<file path="src/rtl/pattern_gen.sv">
// pattern_gen -- registered test-pattern generator for the DVI pixel pipeline.
//
// Takes the current pixel position and produces one registered RGB triple per
// clock (one cycle of latency). The requested pattern is held as "pending" and
// only becomes the displayed pattern at a frame start, so a change never tears
// a frame. Also keeps a completed-frame counter and a bouncing box that moves
// once per frame.
//
// Ports:
//   clk_i          pixel clock
//   rst_n_i        asynchronous active-low reset
//   mode_i         requested pattern (0..7)
//   mode_valid_i   mode_i is captured as the pending pattern when high
//   x_i, y_i       current pixel position
//   red_o/green_o/blue_o  registered colour for the position of the previous cycle
//   mode_o         pattern currently displayed
//   frame_cnt_o    completed-frame counter (wraps)

module pattern_gen #(
  parameter int H_ACTIVE     = 640,
  parameter int V_ACTIVE     = 480,
  parameter int X_POS_W      = 10,
  parameter int Y_POS_W      = 10,
  parameter int COLOR_W      = 8,
  parameter int FRAME_W      = 8,
  parameter int CHECKER_LOG2 = 5,
  parameter int BOX_SIZE     = 32,
  parameter int BOX_STEP     = 4
) (
  input  logic               clk_i,
  input  logic               rst_n_i,
  input  logic [2:0]         mode_i,
  input  logic               mode_valid_i,
  input  logic [X_POS_W-1:0] x_i,
  input  logic [Y_POS_W-1:0] y_i,
  output logic [COLOR_W-1:0] red_o,
  output logic [COLOR_W-1:0] green_o,
  output logic [COLOR_W-1:0] blue_o,
  output logic [2:0]         mode_o,
  output logic [FRAME_W-1:0] frame_cnt_o
);

  typedef enum logic [2:0] {
    MODE_BLACK   = 3'd0,
    MODE_BARS    = 3'd1,
    MODE_CHECKER = 3'd2,
    MODE_RAMP    = 3'd3,
    MODE_BOX     = 3'd4,
    MODE_RSVD5   = 3'd5,
    MODE_RSVD6   = 3'd6,
    MODE_RSVD7   = 3'd7
  } mode_e;

  // Forward = right on x, down on y.
  typedef enum logic {
    DIR_FWD = 1'b0,
    DIR_REV = 1'b1
  } dir_e;

  // Position arithmetic is one bit wider than the position ports so the box
  // edge sums can never wrap.
  localparam int XW = X_POS_W + 1;
  localparam int YW = Y_POS_W + 1;

  localparam logic [XW-1:0] H_ACT  = XW'(H_ACTIVE);
  localparam logic [XW-1:0] X_LIM  = XW'(H_ACTIVE - BOX_SIZE);
  localparam logic [XW-1:0] X_STEP = XW'(BOX_STEP);
  localparam logic [XW-1:0] X_SIZE = XW'(BOX_SIZE);
  localparam logic [XW-1:0] BAR_W  = XW'(H_ACTIVE / 8);

  localparam logic [YW-1:0] V_ACT  = YW'(V_ACTIVE);
  localparam logic [YW-1:0] Y_LIM  = YW'(V_ACTIVE - BOX_SIZE);
  localparam logic [YW-1:0] Y_STEP = YW'(BOX_STEP);
  localparam logic [YW-1:0] Y_SIZE = YW'(BOX_SIZE);

  localparam logic [COLOR_W-1:0] C_FULL = '1;
  localparam logic [COLOR_W-1:0] C_ZERO = '0;
  localparam logic [COLOR_W-1:0] C_GREY = COLOR_W'(1) << (COLOR_W - 1);

  // State
  logic               origin_q;
  mode_e              pending_q, mode_q;
  logic [FRAME_W-1:0] frame_cnt_q;
  logic [X_POS_W-1:0] box_x_q;
  logic [Y_POS_W-1:0] box_y_q;
  dir_e               dir_x_q, dir_y_q;
  logic [COLOR_W-1:0] red_q, green_q, blue_q;

  // Combinational
  logic               origin, frame_start;
  mode_e              mode_d;
  logic [FRAME_W-1:0] frame_cnt_d;
  logic [XW-1:0]      box_x_nx, box_x_d, x_ext;
  logic [YW-1:0]      box_y_nx, box_y_d, y_ext;
  dir_e               dir_x_nx, dir_x_d, dir_y_nx, dir_y_d;
  logic               active, in_box;
  logic [2:0]         bar_idx;
  logic [XW-1:0]      bar_edge;
  logic [COLOR_W-1:0] red_d, green_d, blue_d;

  assign x_ext = {1'b0, x_i};
  assign y_ext = {1'b0, y_i};

  // A frame starts on the first cycle at (0,0); holding the origin does not
  // retrigger it.
  assign origin      = (x_i == '0) && (y_i == '0);
  assign frame_start = origin && !origin_q;

  // Box motion, x axis: bounce off the right/left edges without overshoot.
  // NOTE: every variable assigned in an always_comb gets a default first, so
  // no path can leave it unassigned and infer a latch.
  always_comb begin
    box_x_nx = {1'b0, box_x_q};
    dir_x_nx = dir_x_q;
    if (dir_x_q == DIR_FWD) begin
      if ({1'b0, box_x_q} + X_STEP > X_LIM) begin
        box_x_nx = X_LIM;
        dir_x_nx = DIR_REV;
      end else begin
        box_x_nx = {1'b0, box_x_q} + X_STEP;
      end
    end else begin
      if ({1'b0, box_x_q} < X_STEP) begin
        box_x_nx = '0;
        dir_x_nx = DIR_FWD;
      end else begin
        box_x_nx = {1'b0, box_x_q} - X_STEP;
      end
    end
  end

  // Box motion, y axis: same rule against the active height.
  always_comb begin
    box_y_nx = {1'b0, box_y_q};
    dir_y_nx = dir_y_q;
    if (dir_y_q == DIR_FWD) begin
      if ({1'b0, box_y_q} + Y_STEP > Y_LIM) begin
        box_y_nx = Y_LIM;
        dir_y_nx = DIR_REV;
      end else begin
        box_y_nx = {1'b0, box_y_q} + Y_STEP;
      end
    end else begin
      if ({1'b0, box_y_q} < Y_STEP) begin
        box_y_nx = '0;
        dir_y_nx = DIR_FWD;
      end else begin
        box_y_nx = {1'b0, box_y_q} - Y_STEP;
      end
    end
  end

  // Values in effect for this pixel. In a frame-start cycle the pixel is drawn
  // with the freshly applied mode, count and box position, so the whole frame
  // is consistent. A mode write in that same cycle bypasses the pending reg.
  always_comb begin
    mode_d      = mode_q;
    frame_cnt_d = frame_cnt_q;
    box_x_d     = {1'b0, box_x_q};
    box_y_d     = {1'b0, box_y_q};
    dir_x_d     = dir_x_q;
    dir_y_d     = dir_y_q;
    if (frame_start) begin
      mode_d      = mode_valid_i ? mode_e'(mode_i) : pending_q;
      frame_cnt_d = frame_cnt_q + 1'b1;
      box_x_d     = box_x_nx;
      box_y_d     = box_y_nx;
      dir_x_d     = dir_x_nx;
      dir_y_d     = dir_y_nx;
    end
  end

  // Colour-bar index: count bar boundaries at or left of x. Avoids a divider
  // since the bar width need not be a power of two.
  always_comb begin
    bar_idx  = 3'd0;
    bar_edge = BAR_W;
    for (int k = 1; k < 8; k++) begin
      if (x_ext >= bar_edge) bar_idx = bar_idx + 3'd1;
      bar_edge = bar_edge + BAR_W;
    end
  end

  assign active = (x_ext < H_ACT) && (y_ext < V_ACT);
  assign in_box = (x_ext >= box_x_d) && (x_ext < box_x_d + X_SIZE) &&
                  (y_ext >= box_y_d) && (y_ext < box_y_d + Y_SIZE);

  // Pixel colour for the current position.
  always_comb begin
    red_d   = C_ZERO;
    green_d = C_ZERO;
    blue_d  = C_ZERO;
    case (mode_d)
      MODE_BLACK: ;
      MODE_BARS: begin
        // Bars run white, yellow, cyan, green, magenta, red, blue, black:
        // each channel is on for the bar indices whose selecting bit is 0.
        red_d   = bar_idx[1] ? C_ZERO : C_FULL;
        green_d = bar_idx[2] ? C_ZERO : C_FULL;
        blue_d  = bar_idx[0] ? C_ZERO : C_FULL;
      end
      MODE_CHECKER: begin
        if (x_i[CHECKER_LOG2] ^ y_i[CHECKER_LOG2]) begin
          red_d   = C_FULL;
          green_d = C_FULL;
          blue_d  = C_FULL;
        end
      end
      MODE_RAMP: begin
        red_d   = COLOR_W'(x_i);
        green_d = COLOR_W'(y_i);
        blue_d  = COLOR_W'(frame_cnt_d);
      end
      MODE_BOX: begin
        red_d   = in_box ? C_FULL : C_ZERO;
        green_d = in_box ? C_FULL : C_ZERO;
        blue_d  = C_FULL;
      end
      default: begin
        red_d   = C_GREY;
        green_d = C_GREY;
        blue_d  = C_GREY;
      end
    endcase
    if (!active) begin
      red_d   = C_ZERO;
      green_d = C_ZERO;
      blue_d  = C_ZERO;
    end
  end

  // NOTE: sequential state uses non-blocking assignments so every register
  // samples the pre-edge values, independent of statement order.
  always_ff @(posedge clk_i or negedge rst_n_i) begin
    if (!rst_n_i) begin
      origin_q    <= 1'b0;
      pending_q   <= MODE_BLACK;
      mode_q      <= MODE_BLACK;
      frame_cnt_q <= '0;
      box_x_q     <= '0;
      box_y_q     <= '0;
      dir_x_q     <= DIR_FWD;
      dir_y_q     <= DIR_FWD;
      red_q       <= '0;
      green_q     <= '0;
      blue_q      <= '0;
    end else begin
      origin_q <= origin;
      if (mode_valid_i) pending_q <= mode_e'(mode_i);
      mode_q      <= mode_d;
      frame_cnt_q <= frame_cnt_d;
      box_x_q     <= box_x_d[X_POS_W-1:0];
      box_y_q     <= box_y_d[Y_POS_W-1:0];
      dir_x_q     <= dir_x_d;
      dir_y_q     <= dir_y_d;
      red_q       <= red_d;
      green_q     <= green_d;
      blue_q      <= blue_d;
    end
  end

  assign red_o       = red_q;
  assign green_o     = green_q;
  assign blue_o      = blue_q;
  assign mode_o      = mode_q;
  assign frame_cnt_o = frame_cnt_q;

endmodule

</file>
<file path="config.mk">
export PLATFORM = sky130hd
export DESIGN_NAME = pattern_gen
export DESIGN_NICKNAME = d
export VERILOG_FILES = /design/src/rtl/pattern_gen.sv
export SDC_FILE = /design/constraint.sdc
export NUM_CORES = 1
export LEC_CHECK = 0
export ABC_CLOCK_PERIOD_IN_PS = 9250
export CAP_MARGIN = 20
export CORE_UTILIZATION = 60
export CTS_CLUSTER_DIAMETER = 80
export DETAILED_ROUTE_END_ITERATION = 16
export MAX_ROUTING_LAYER = met4
export PLACE_DENSITY = 0.85
export SLEW_MARGIN = 10
export SYNTH_ARGS = -nofsm -noshare
export SYNTH_HDL_FRONTEND = slang
export SYNTH_SLANG_ARGS = --single-unit
</file>
<file path="constraint.sdc">
create_clock -name clk_i -period 9.25 [get_ports clk_i]
set_clock_uncertainty 0.2 [all_clocks]
set_input_delay 1.85 -clock clk_i [delete_from_list [all_inputs] [get_ports clk_i]]
set_output_delay 1.85 -clock clk_i [all_outputs]
set_load 0.01 [all_outputs]
</file>
# Word-level counts from Yosys, hierarchy flattened
# Cells that the tools add are included.
# W data, S select, Z words.
# classes
n_bitwise,1
add_sub_neg,13
muxes,35
magnitude_cmp,17
reduce_logical,10
mul,0
n_eq_ne,4
div,0
n_shift,0
# op_table
op,count
$pmux W8 S5,3
$mux W11,8
$mux W8,9
$ge A10 B9 Y1 const B,3
$mux W3,8
$add A10 B3 Y11 const B,2
$add A11 B6 Y11 const B,2
$ge A10 B11 Y1,2
$lt A10 B11 Y1,2
$sub A10 B3 Y11 const B,2
$ge A10 B8 Y1 const B,2
$logic_not A10 Y1,2
$lt A10 B3 Y1 const B,2
$add A3 B1 Y3 const B,6
$gt A11 B10 Y1 const B,1
$gt A11 B9 Y1 const B,1
$ge A10 B10 Y1 const B,1
$ge A10 B7 Y1 const B,1
$lt A10 B10 Y1 const B,1
$lt A10 B9 Y1 const B,1
$add A8 B1 Y8 const B,1
$mux W1,7
$eq A3 B2 Y1 const B,2
$logic_and A1 B1 Y1,6
other kinds (5),5
# totals
input_bits,26
register_bits,61
n_memories,0
output_inout_bits,35
word_cells,91
ramBits,0
latchBits,0
rom_bits,0

# Longest topological paths before layout
# logic_depth
depth_word,17
ltp_mapped,25
ltp_nobuf,23

# Worst setup path before layout
# No wires, ideal clock.
# synth_timing
path_kind,input-to-reg
from,input port x_i[5]
to,"register green_q[7], in the netlist green_o[7]"
required_time_ns,8.916
arrival_time_ns,5.585
setup_slack_ns,3.331
setup_ns,0.134
path_buffers,2
cell_stages,25
cell_sequence,clkbuf_1 o21ai_0 and3b_1 inv_1 ha_1 nand3b_1 and2_1 ha_1 a21boi_0 a21o_1 ha_1 nor2_1 nor2_1 ha_1 nand2_1 o31ai_1 ha_1 inv_1 nor2_1 xnor2_1 xnor2_1 and2_1 clkbuf_1 a2111oi_0 a21oi_1
# synth_between
elab_chain_cells,17
word_cells_on_any_way,48
cone_classes,8 x add/sub; 12 x order compare; 4 x eq/ne; 15 x mux; 1 x bitwise; 8 x reduce/logical
# synth_rtl
item,line_no,text
"start, declared",34,"input logic [X_POS_W-1:0] x_i,"
$ge A10 B7 Y1,179,if (x_ext >= bar_edge) bar_idx = bar_idx + 3'd1;
$mux W1,179,
$add A3 B1 Y3,179,
$mux W3,179,
$add A3 B1 Y3,179,
$mux W3,179,
$add A3 B1 Y3,179,
$mux W3,179,
[2 not listed],-,
$add A3 B1 Y3,179,
$mux W3,179,
$add A3 B1 Y3,179,
$mux W3,179,
$mux W8,199,green_d = bar_idx[2] ? C_ZERO : C_FULL;
$pmux W8 S5,193,case (mode_d)
$mux W8 (*),225,if (!active) begin
net green_d[7],99,"logic [COLOR_W-1:0] red_d, green_d, blue_d;"
"end signal, assigned",257,green_q <= green_d;
"end, declared",87,"logic [COLOR_W-1:0] red_q, green_q, blue_q;"
# The timed path passes the listed nets; every way through them passes the cells marked *.
# A chain may end at the register's enable or synchronous reset.

# Worst setup path in the final report
# layout_timing
from,input port x_i[7]
to,"register green_q[2], in the netlist green_o[2]"
# layout_between
word_cells_on_any_way,46
cone_classes,8 x add/sub; 12 x order compare; 4 x eq/ne; 14 x mux; 8 x reduce/logical
# layout_lines
item,line_no,text
$logic_not A10 Y1 (*),106,assign origin = (x_i == '0) && (y_i == '0);
$logic_and A1 B1 Y1 (*),106,
$logic_and A1 B1 Y1 (*),107,assign frame_start = origin && !origin_q;
$mux W11 (*),163,if (frame_start) begin
net box_y_d[6],94,"logic [YW-1:0] box_y_nx, box_y_d, y_ext;"
$add A11 B6 Y11 or $ge A10 B11 Y1 (tied branches),186,(y_ext >= box_y_d) && (y_ext < box_y_d + Y_SIZE);
$lt A10 B11 Y1 or $logic_and A1 B1 Y1 (tied branches),"186, 185",
$logic_and A1 B1 Y1 (*),186,
$mux W8 (*),216,green_d = in_box ? C_FULL : C_ZERO;
$pmux W8 S5 (*),193,
$mux W8 (*),225,
net green_d[2],99,
# Marks and branches as above.

==> results.ini <==
[sta]
fin_crit_sh_pct = 73.36
hold_violations = 0
fmax_mhz = 147.4
tns_ns = 0
period_minus_slack_ns = 6.786
finalSetupViolCount = 0
tightest_slew_ns = 1.047
max_slew_margin_pct = 29.81
rsz0062_at_grt = no
setup_ws_ns = 2.464
whs_ns = 0.3097
drv_slew = 0

[routing]
drtIter0Drc = 246
routed-wl-met3_microns = 809
wl_microns = 13300
num_vias = 4631
top_layer_used = met4
drtPass1Iterations = 4
final_antenna_net_count = 0
wl_per_cell_microns = 18.71
drt-met1-wl_microns = 5548
routed-wl-met2_microns = 6446
drc_errors = 0
via_per_inst = 6.513

[setup_path]
r2r_start = box_y_q[2]
critPathRequiredTime_ns = 9.33
rr_worst_depth = 16
worst_setup_path_start_kind = input port
worstSetupPathType = in -> reg
crit_fanout = 25
r2r-end = green_o[2]
arrival_ns = 6.87
crit_start = x_i[7]
cp-end-kind = register
crit_end = green_o[2]
r2r_setup_slack_ns = 4.00

[clock_tree]
numCtsBuffers = 9
root_buffer = clkbuf_8
clkSlewWorstSetupHoldPaths_ns = 0.07
clk_latency_ns = 0.37
hold_buffers = 0
cts_tree = built
htreeDepth = 3
clock-sinks = 61
cts_resized = 0
cts_setup_buffers = 0
clockBufferDepth = 2

[cells_and_area]
nets = 675
antenna_cells = 0
fin_util_pct = 72.72
area.sequential_sq_um = 1526
syn_to_final_growth_pct = 15.94
nFillCells = 595
finalInstanceArea_sq_um = 5678
multiInputGateArea_sq_um = 3049
layout-drive-gt1-share_pct = 7.061
finalNonFillerCells = 711

[power_and_ir_drop]
p_leak_nw = 2.359
vdd_ir_drop_max_uv = 89.95
finalPower_mw = 0.5993
pwr_density_cell_nw_per_um2 = 105.6

[floorplanning]
die_w_microns = 92.35
fp-row-count = 32
die_area_sq_um = 8528
ios = 61
core_area_sq_um = 7807
die_y_microns = 92.35
start_util_pct = 62.72

[placed_design]
portBuffers = 60
place_congestion = 0.9804
placed_cells = 695
dp.final_hpwl_microns = 9723
place_ws_ns = 2.179
place_area_sq_um = 5479

[flow_run]
maxCapViolations = 0

[logic_synthesis]
syn_area_sq_um = 4897
syn_nets = 636
synthCells = 565
ys_top_cells_by_area = dfrtp_1 (31%), ha_1 (11%), a21oi_1 (4.5%), inv_1 (3.2%), xnor2_1 (3.0%)
synth_ff_type = dfrtp_1
syn_area_per_cell_sq_um = 8.668
synth_top_area_cell = dfrtp_1
synth.yosys.seq_area_share_pct = 31.17
yosysUniqueCellTypes = 69
synth_seq_cells = 61
synth_top_area_share_pct = 31.17
yosysWarnings = 0
synthArstFlopShare_pct = 100.0
synth_edf_count = 0

[status]
status = finished, final reports clean

[global_route]
grt_pass1_wl_microns = 21760
grt_max_degree = 62
grt_antenna_before_repair = 0
grt_pass1_vias = 4496
grtUsageTotal_pct = 33.70
grt_overflow_total = 0

[hold_path]
hold_path_class = reg -> reg

==> registers in the layout (all words and copies together) (netlist names) <==
name         cells
box_x_q         10
pending_q        3
origin_q         1
frame_cnt_o      8
red_o            8
dir_y_q          1
blue_o           8
box_y_q         10
dir_x_q          1
green_o          8
mode_o           3
==> synth_stat cells (all sizes together), types with 10 or more instances <==
cell / n
a211oi: 18
a21o: 10
a21oi: 54
a31oi: 10
and2: 10
clkbuf: 27
dfrtp: 61
ha: 45
inv: 42
nand2: 33
nand3: 20
nand4: 10
nor2: 29
nor3: 13
o21ai: 25
xnor2: 17
==> report_power, final <==
group / total [mW] / internal (mW) / switching, mW
Combinational: 0.0821 / 0.0347 / 0.0474
Sequential: 0.268 / 0.268 / 0.000548
Clock: 0.249 / 0.126 / 0.123
Total: 0.599 / 0.428 / 0.171
==> area by class of cell <==
class                      instances  area share, %
multi-input combinational        427          53.70
clock inverter                     7          1.322
timing repair buffer              63          10.89
inverter                          42          2.777
sequential                        61          26.88
tap                              102          2.248
clock buffer                       9          2.182
==> worst max-delay path, cell delays in order <==
cell and delay, ns:
clkdlybuf4s50_1 0.63, or4_1 0.62, or2_1 0.34, or2_1 0.60, o21ai_0 0.61, ha_1 0.29, xnor2_1 0.14, ha_1 0.27
nand3b_1 0.09, a21oi_1 0.04, o31a_1 0.27, o21ai_0 0.15, nand2b_1 0.09, a221o_1 0.61, a21oi_1 0.27
==> how the worst min path moves through the flow <==
| stage | from | end | slack (ns) | depth (start not counted) |
|---|---|---|---|---|
| after floorplan | box_x_q[1] | box_x_q[1] | 0.26 | 2 |
| after global placement | box_x_q[1] | box_x_q[1] | 0.30 | 2 |
| after detailed placement | box_x_q[1] | box_x_q[1] | 0.30 | 2 |
| after CTS | box_x_q[1] | box_x_q[1] | 0.32 | 2 |
| after global routing | box_y_q[1] | box_y_q[1] | 0.35 | 2 |
| final | box_x_q[1] | box_x_q[1] | 0.31 | 2 |
==> metal layers <==
| layer | GRT usage (%) | up-vias |
|---|---|---|
| met1 | 41.73 | 2194 |
| met5 | - | - |
| met3 | 5.911 | 48 |
| met2 | 53.64 | 211 |
| met4 | 15.89 | 0 |
| li1 | - | 2178 |
==> cell families after synthesis <==
logic type / share of synthesized area (%)
multiplexers: 1.942
buffers and inverters: 6.566
AND/OR/NAND/NOR: 18.57
adder cells (fa/ha/maj): 11.50
AO/OA/AOI/OAI: 26.14
flip-flops: 31.17
XOR/XNOR: 4.113
==> placed cells by master, fill, tap and decap left out, types with 4 or more instances in the layout <==
master and instances:
nand4_1 10, clkdlybuf4s50_1 59, a21o_1 10, a211oi_1 18, a21oi_2 10, o41ai_1 4
a21oi_1 44, mux2i_1 5, ha_1 45, nand2_1 33, clkbuf_8 9, or4_1 7
nor2b_1 4, inv_1 42, and3_1 4, or2_1 4, nor3b_1 8, nand3b_1 5
nor4_1 5, a31oi_1 10, dfrtp_1 61, nor2_1 28, nor3_1 12, a21boi_0 4
o21a_1 7, o211ai_1 4, nand3_1 20, xnor2_1 17, o21ai_0 24, o31a_1 4
xor2_1 6, o31ai_1 7, and2_1 10
No activity file was read; power rests on OpenSTA's default activity.
